## config.mk

```make
export PLATFORM = sky130hd
export DESIGN_NAME = inst_req_stage
export DESIGN_NICKNAME = d
export VERILOG_FILES = /design/src/rtl/cpu_defs_pkg.sv /design/src/rtl/inst_req_stage_redirect_ctrl.sv /design/src/rtl/inst_req_stage.sv
export SDC_FILE = /design/constraint.sdc
export NUM_CORES = 1
export LEC_CHECK = 0
export CORE_UTILIZATION = 32
export CTS_CLUSTER_SIZE = 8
export DETAILED_ROUTE_END_ITERATION = 7
export DONT_BUFFER_PORTS = 1
export PLACE_DENSITY_LB_ADDON = 0.05
export SLEW_MARGIN = 5
export SYNTH_ARGS = -nofsm -noshare
export SYNTH_HDL_FRONTEND = slang
export SYNTH_SLANG_ARGS = --single-unit
```

## constraint.sdc

```tcl
create_clock -name clk -period 4.8 [get_ports clk]
set_clock_uncertainty 0.1 [all_clocks]
set_input_delay 0.96 -clock clk [delete_from_list [all_inputs] [get_ports clk]]
set_output_delay 0.96 -clock clk [all_outputs]
set_load 0.03 [all_outputs]
```

## src/rtl/cpu_defs_pkg.sv

```systemverilog
// Shared CPU front-end definitions: request-stage FSM encoding, AXI read
// constants shared with the memory-side requester, and reset/vector addresses.
package cpu_defs_pkg;

  typedef enum logic [1:0] {
    ST_IDLE = 2'd0,
    ST_REQ  = 2'd1,
    ST_WAIT = 2'd2,
    ST_HOLD = 2'd3
  } ireq_state_e;

  localparam logic [3:0]  INST_ARID      = 4'd0;
  localparam logic [31:0] DEF_RESET_ADDR = 32'hbfc00000;
  localparam logic [31:0] DEF_EXC_ADDR   = 32'hbfc00380;

  // Single-beat, 4-byte bursts for every read on the shared AXI port.
  localparam logic [7:0]  AXI_ARLEN      = 8'd0;
  localparam logic [2:0]  AXI_ARSIZE     = 3'd2;

  // Force a byte address onto a word boundary for the AR channel.
  function automatic logic [31:0] word_align(input logic [31:0] addr);
    word_align = {addr[31:2], 2'b00};
  endfunction

endpackage

```

## src/rtl/inst_req_stage_redirect_ctrl.sv

```systemverilog
// Redirect bookkeeping for the instruction-request stage: prioritises
// exception/eret/branch redirects, remembers a branch until its delay slot
// has been issued, and tracks whether the in-flight request must be dropped.
module redirect_ctrl
  import cpu_defs_pkg::*;
#(
  parameter logic [31:0] EXC_ADDR = DEF_EXC_ADDR
) (
  input  logic        clk,
  input  logic        rst,
  input  ireq_state_e state_i,
  input  logic [31:0] pc_i,
  input  logic        hs_i,
  input  logic        resp_i,
  input  logic        br_valid_i,
  input  logic [31:0] br_pc_i,
  input  logic [31:0] br_target_i,
  input  logic        exc_flush_i,
  input  logic        eret_i,
  input  logic [31:0] epc_i,
  output logic        hard_o,
  output logic        redir_valid_o,
  output logic [31:0] redir_pc_o,
  output logic [31:0] next_pc_o,
  output logic        cancel_active_o
);

  logic        pending_br_q, pending_br_d;
  logic [31:0] br_slot_q, br_slot_d;
  logic [31:0] br_tgt_q, br_tgt_d;
  logic        cancel_pending_q, cancel_pending_d;

  logic        br_late;
  logic        eff_pending;
  logic [31:0] eff_slot;
  logic [31:0] eff_tgt;
  logic        slot_hit;
  logic        cancel_set;

  // Redirect priority, next-PC selection and bookkeeping next-state.
  always_comb begin
    hard_o     = exc_flush_i | eret_i;
    br_late    = br_valid_i & ~hard_o & (pc_i == (br_pc_i + 32'd8));
    redir_valid_o = hard_o | br_late;
    if (exc_flush_i) begin
      redir_pc_o = EXC_ADDR;
    end else if (eret_i) begin
      redir_pc_o = epc_i;
    end else begin
      redir_pc_o = br_target_i;
    end

    // A branch resolving in the same cycle as the delay-slot issue must
    // still steer the PC that follows the slot.
    if (br_valid_i && !hard_o) begin
      eff_pending = 1'b1;
      eff_slot    = br_pc_i + 32'd4;
      eff_tgt     = br_target_i;
    end else begin
      eff_pending = pending_br_q;
      eff_slot    = br_slot_q;
      eff_tgt     = br_tgt_q;
    end
    slot_hit = eff_pending & (pc_i == eff_slot);
    if (slot_hit) begin
      next_pc_o = eff_tgt;
    end else begin
      next_pc_o = pc_i + 32'd4;
    end

    // Requests still in the AR phase die on any redirect; once accepted
    // only exception/eret kill them (a late branch in WAIT is the slot).
    cancel_set = ((state_i == ST_REQ) & redir_valid_o) |
                 ((state_i == ST_WAIT) & hard_o);
    cancel_active_o = cancel_pending_q | cancel_set;

    pending_br_d = pending_br_q;
    br_slot_d    = br_slot_q;
    br_tgt_d     = br_tgt_q;
    if (redir_valid_o) begin
      pending_br_d = 1'b0;
    end else if (hs_i && !cancel_active_o && slot_hit) begin
      pending_br_d = 1'b0;
    end else if (br_valid_i) begin
      pending_br_d = 1'b1;
      br_slot_d    = br_pc_i + 32'd4;
      br_tgt_d     = br_target_i;
    end else begin
      pending_br_d = pending_br_q;
    end

    if (resp_i) begin
      cancel_pending_d = 1'b0;
    end else if (cancel_set) begin
      cancel_pending_d = 1'b1;
    end else begin
      cancel_pending_d = cancel_pending_q;
    end
  end

  // Bookkeeping registers.
  always_ff @(posedge clk or negedge rst) begin
    if (!rst) begin
      pending_br_q     <= 1'b0;
      br_slot_q        <= 32'd0;
      br_tgt_q         <= 32'd0;
      cancel_pending_q <= 1'b0;
    end else begin
      pending_br_q     <= pending_br_d;
      br_slot_q        <= br_slot_d;
      br_tgt_q         <= br_tgt_d;
      cancel_pending_q <= cancel_pending_d;
    end
  end

endmodule

```

## src/rtl/inst_req_stage.sv

```systemverilog
// Instruction-request stage: owns the fetch PC, issues one AXI AR request
// at a time and presents PC_buffer/PC_AdEL/DSI_ID to fetch_stage.
module inst_req_stage
  import cpu_defs_pkg::*;
#(
  parameter logic [31:0] RESET_ADDR = DEF_RESET_ADDR,
  parameter logic [31:0] EXC_ADDR   = DEF_EXC_ADDR
) (
  input  logic        clk,
  input  logic        rst,
  input  logic        IRWrite,
  input  logic        IR_buffer_valid,
  input  logic [1:0]  data_r_req,
  output logic        fetch_axi_arvalid,
  output logic [31:0] fetch_axi_araddr,
  output logic [3:0]  fetch_axi_arid,
  input  logic        fetch_axi_arready,
  input  logic        fetch_axi_rvalid,
  input  logic        fetch_axi_rready,
  input  logic [3:0]  fetch_axi_rid,
  input  logic        br_valid,
  input  logic [31:0] br_pc,
  input  logic [31:0] br_target,
  input  logic        is_branch_ID,
  input  logic        exc_flush,
  input  logic        eret,
  input  logic [31:0] epc,
  output logic [31:0] PC_buffer,
  output logic        PC_AdEL,
  output logic        DSI_ID,
  output logic        fetch_cancel
);

  ireq_state_e state_q, state_d;
  logic [31:0] pc_q, pc_d;
  logic [31:0] issue_pc_q, issue_pc_d;
  logic        dsi_issue_q, dsi_issue_d;
  logic [31:0] pc_buffer_q, pc_buffer_d;
  logic        adel_q, adel_d;
  logic        dsi_q, dsi_d;
  logic        arvalid_q, arvalid_d;

  logic        inst_resp;
  logic        hs;
  logic        resp_wait;
  logic        start_req;
  logic        hard;
  logic        redir_valid;
  logic [31:0] redir_pc;
  logic [31:0] next_pc;
  logic        cancel_active;

  assign inst_resp = fetch_axi_rvalid & fetch_axi_rready & (fetch_axi_rid == INST_ARID);
  assign hs        = (state_q == ST_REQ) & arvalid_q & fetch_axi_arready;
  assign resp_wait = (state_q == ST_WAIT) & inst_resp;

  redirect_ctrl #(
    .EXC_ADDR (EXC_ADDR)
  ) u_redirect_ctrl (
    .clk             (clk),
    .rst             (rst),
    .state_i         (state_q),
    .pc_i            (pc_q),
    .hs_i            (hs),
    .resp_i          (resp_wait),
    .br_valid_i      (br_valid),
    .br_pc_i         (br_pc),
    .br_target_i     (br_target),
    .exc_flush_i     (exc_flush),
    .eret_i          (eret),
    .epc_i           (epc),
    .hard_o          (hard),
    .redir_valid_o   (redir_valid),
    .redir_pc_o      (redir_pc),
    .next_pc_o       (next_pc),
    .cancel_active_o (cancel_active)
  );

  // FSM state register.
  always_ff @(posedge clk or negedge rst) begin
    if (!rst) begin
      state_q <= ST_IDLE;
    end else begin
      state_q <= state_d;
    end
  end

  // FSM next-state logic.
  always_comb begin
    state_d   = state_q;
    start_req = 1'b0;
    case (state_q)
      ST_IDLE: begin
        if (IRWrite && !IR_buffer_valid && (data_r_req == 2'd0)) begin
          state_d   = ST_REQ;
          start_req = 1'b1;
        end else begin
          state_d = ST_IDLE;
        end
      end
      ST_REQ: begin
        if (hs) begin
          state_d = ST_WAIT;
        end else begin
          state_d = ST_REQ;
        end
      end
      ST_WAIT: begin
        if (resp_wait && (cancel_active || (data_r_req == 2'd0))) begin
          state_d = ST_IDLE;
        end else if (resp_wait) begin
          state_d = ST_HOLD;
        end else begin
          state_d = ST_WAIT;
        end
      end
      ST_HOLD: begin
        if (hard || !IR_buffer_valid) begin
          state_d = ST_IDLE;
        end else begin
          state_d = ST_HOLD;
        end
      end
      default: begin
        state_d = ST_IDLE;
      end
    endcase
  end

  // FSM outputs and datapath next-state.
  always_comb begin
    arvalid_d    = (state_d == ST_REQ);
    fetch_cancel = (resp_wait & cancel_active) | ((state_q == ST_HOLD) & hard);

    if (redir_valid) begin
      pc_d = redir_pc;
    end else if (hs && !cancel_active) begin
      pc_d = next_pc;
    end else begin
      pc_d = pc_q;
    end

    if (start_req) begin
      issue_pc_d  = pc_d;
      dsi_issue_d = is_branch_ID;
    end else begin
      issue_pc_d  = issue_pc_q;
      dsi_issue_d = dsi_issue_q;
    end

    if (hs) begin
      pc_buffer_d = issue_pc_q;
      adel_d      = |issue_pc_q[1:0];
      dsi_d       = dsi_issue_q;
    end else begin
      pc_buffer_d = pc_buffer_q;
      adel_d      = adel_q;
      dsi_d       = dsi_q;
    end
  end

  // Datapath and registered output state.
  always_ff @(posedge clk or negedge rst) begin
    if (!rst) begin
      pc_q        <= RESET_ADDR;
      issue_pc_q  <= RESET_ADDR;
      dsi_issue_q <= 1'b0;
      pc_buffer_q <= RESET_ADDR;
      adel_q      <= 1'b0;
      dsi_q       <= 1'b0;
      arvalid_q   <= 1'b0;
    end else begin
      pc_q        <= pc_d;
      issue_pc_q  <= issue_pc_d;
      dsi_issue_q <= dsi_issue_d;
      pc_buffer_q <= pc_buffer_d;
      adel_q      <= adel_d;
      dsi_q       <= dsi_d;
      arvalid_q   <= arvalid_d;
    end
  end

  assign fetch_axi_arvalid = arvalid_q;
  assign fetch_axi_araddr  = word_align(issue_pc_q);
  assign fetch_axi_arid    = INST_ARID;
  assign PC_buffer         = pc_buffer_q;
  assign PC_AdEL           = adel_q;
  assign DSI_ID            = dsi_q;

endmodule

```

==> results.sh <==
export IMPL_status="finished clean"
export IMPL_switching_share_pct=38.4
export IMPL_core_sq_um=36500
export IMPL_power_mw=5.19
export IMPL_rsz0062_at_grt="no"
export IMPL_numCtsBuffers=17
export IMPL_synth_warnings=0
export IMPL_cp_start_kind="input port"
export IMPL_seqPwrFrac_pct=51.9
export IMPL_p_clk_share_pct=29.1
export IMPL_synth_common_cells="nand2_1, dfrtp_1, nor2_1, mux2_2, clkbuf_1"
export IMPL_p_int_mw=3.19
export IMPL_reg2reg_from="pc_q[2]$_DFF_PN0_"
export IMPL_p_leak_nw=5.23
export IMPL_crit_type="input port to flop"
export IMPL_grt_pass1_wl_um=72000
export IMPL_grt_max_degree=169
export IMPL_ff2ff_setup_slack_ns=0.84
export IMPL_final_max_slew_violation_count=0
export IMPL_reg2regPathDepth=11
export IMPL_synth_area_per_cell_sq_um=8.76
export IMPL_grt_pass1_vias=10500
export IMPL_cp_max_fo=9
export IMPL_drtPass1Iterations=5
export IMPL_worstReg2RegEnd="issue_pc_q[28]$_DFFE_PN1P_"
export IMPL_cts_root_buf="clkbuf_16"
export IMPL_synth_distinct_cells=85
export IMPL_n_fill_cell=3804
export IMPL_synth_edff_count=0
export IMPL_period_needed_ns=4.21
export IMPL_boundaryPins=185
export IMPL_post_drt_wl_per_cell_um=27.0
export IMPL_die_h_um=194
export IMPL_syn_to_final_growth_pct=10.2
export IMPL_wl_um=48300
export IMPL_drtAntennaViolNets=0
export IMPL_dieArea_sq_um=37800
export IMPL_ys_seq_area_share_pct=35.8
export IMPL_cts_resized_gates=0
export IMPL_max_stage_delay_ns=0.62
export IMPL_fmax_mhz=238
export IMPL_hold_viol=0
export IMPL_p_per_area_nw_per_um2=398
export IMPL_setup_viol=0
export IMPL_insertion_delay_ns=0.46
export IMPL_final_core_util_pct=35.7
export IMPL_slew_headroom_pct=47.3
export IMPL_clockBufferDepth=2
export IMPL_cp_required_ns=5.03
export IMPL_clkTransAtPathRegs_ns=0.08
export IMPL_path_delay_family="simple AND/OR/NAND/NOR gates"
export IMPL_htreeDepth=4
export IMPL_synth_most_common_cell="nand2_1"
export IMPL_worst_pin_slew_ns=0.783
export IMPL_globalplace_congestion=0.924
export IMPL_holdBufCountCts=0
export IMPL_antenna_found_initial=1
export IMPL_vias_per_cell=5.75
export IMPL_vdd_drop_max_v=0.000336
export IMPL_cp_arrival_ns=4.44
export IMPL_start_util_pct=32.4
export IMPL_remaining_drc_errors=0
export IMPL_portBuffers=0
export IMPL_hp_class="input port to async pin"
export IMPL_synth_area_sq_um=11800
export IMPL_cts_sinks=168
export IMPL_postCtsSetupBuffers=0
export IMPL_cts_tree="done"
export IMPL_ys_flop_type="dfrtp_1"
export IMPL_holdWs_ns=0.107
export IMPL_crit_chain="ha_1 -> nand2_1 -> or4_1 -> buf_4 -> nor4_1 -> nor3_1 -> nor4b_1 -> and3_1 -> o211ai_4 -> buf_4 -> mux2i_1 -> mux2i_1 -> a31oi_1"
export IMPL_nets=1421
export IMPL_synthArstFlopShare_pct=100
export IMPL_final_cells=1786
export IMPL_endpoint_kind="flop"
export IMPL_synthCells=1351
export IMPL_critical_path_buf_inv_count=2
export IMPL_vias=10300
export IMPL_fin_setup_tns_ns=0
export IMPL_drtIter0Drc=832
export IMPL_synth_area_leaders="dfrtp_1, mux2_2, dfstp_2"
export IMPL_synth_seq_cells=168
export IMPL_netlist_area_leader_share_pct=29.8
export IMPL_period_share_pct=87.6
export IMPL_yosys_area_top_type="dfrtp_1"
export IMPL_p_sw_mw=1.99
export IMPL_p_comb_share_pct=19.0
export IMPL_die_x_um=194
export IMPL_track_usage_pct=25.9
export IMPL_grt_overflow=0
export IMPL_drive_gt1_share_pct=18.7
export IMPL_drv_cap=0
export IMPL_dp_hpwl_um=36900
export IMPL_worst_path_max_delay_cell="or4_1"
export IMPL_num_rows=70
export IMPL_placed_cells=1754
export IMPL_antenna_diode_count=0
[cell usage in the layout (no fill, tap or decap), types with 44 or more instances in the layout]
master     n
nor2_1    83
dfrtp_1  141
buf_4     72
o21ai_0   78
mux2_2    81
nand2_1  145
nand3_1   48
xnor2_1   58
nor3_1    53
mux2i_1   44
[cell families (layout without fill, tap and decap cells)]
family / count (synthesis) / after routing / synth area share [%]
xor+xnor: 105 / 105 / 8.25
simple gates: 509 / 509 / 21.9
mux: 125 / 125 / 11.4
other cells: 1 / 6 / 0.0317
compound gates: 265 / 265 / 15.0
buf+inv: 175 / 137 / 7.21
fa+ha+maj: 3 / 3 / 0.317
flops: 168 / 168 / 35.8
[worst register-to-register path: stages, from the launching register on]
cell and delay, ns:
dfrtp_1 0.68, ha_1 0.41, nand2_1 0.08, or2_2 0.35, nor2_1 0.23, nand3_1 0.28, nor4_1 0.75, nand2_1 0.15
xor2_1 0.21, mux2i_1 0.11, mux2i_1 0.35, a31oi_1 0.14
[metal layers]
| layer | track usage (%) | routed length (um) | up-vias |
|---|---|---|---|
| met4 | 5.88 | 726 | 0 |
| met2 | 42.8 | 22700 | 297 |
| li1 | - | - | 4746 |
| met1 | 35.5 | 22500 | 5200 |
| met3 | 3.78 | 2240 | 32 |
| met5 | 0 | 0 | - |
[per-stage QoR]
| stage | worst slack, ns | cell area (sq um) |
|---|---|---|
| after floorplan | 0.540 | 11900 |
| after global placement | 0.179 | 12400 |
| after detailed placement | 0.142 | 12400 |
| after CTS | 0.610 | 13000 |
| after global routing | 0.425 | 13000 |
| final | 0.593 | 13000 |
[how the worst max path moves through the flow]
stage                  start                    endpoint  slack (ns)  cells past startpoint
global route        br_pc[3]           pc_q[0]$_DFF_PN0_        0.42                     13
CTS                 br_pc[3]  issue_pc_q[10]$_DFFE_PN0P_        0.61                     12
floorplan           br_pc[3]  issue_pc_q[20]$_DFFE_PN0P_        0.54                     12
global placement    br_pc[3]           pc_q[1]$_DFF_PN0_        0.18                     13
finish              br_pc[2]  issue_pc_q[28]$_DFFE_PN1P_        0.59                     13
detailed placement  br_pc[3]  issue_pc_q[10]$_DFFE_PN0P_        0.14                     12
[sequential cells by signal, indices dropped and copies added, names as in the netlist]
register and count:
PC_buffer 32, issue_pc_q 32, pc_q 32, u_redirect_ctrl.br_slot_q 32, u_redirect_ctrl.br_tgt_q 32, state_q 2, DSI_ID 1, PC_AdEL 1
dsi_issue_q 1, fetch_axi_arvalid 1, u_redirect_ctrl.cancel_pending_q 1, u_redirect_ctrl.pending_br_q 1
[cell type report]
type	count	area, sq um	area share (%)
flip-flops and latches	168	4240	32.5
well taps	468	586	4.49
clock buffers	24	482	3.69
multi-input cells	1013	6790	52.1
repair buffers	81	721	5.53
inverters	24	90.1	0.691
clock inverters	8	134	1.03
[power groups by stage]
stage                     registers, mW  logic, mW  clock network [mW]
after global routing               2.75       1.10                1.60
after CTS                          2.70      0.990                1.55
after floorplan                    2.30       1.20                   0
final                              2.69      0.987                1.51
after global placement             2.72      0.982                   0
after detailed placement           2.72      0.987                   0
Power figures use the tool's default switching activity.
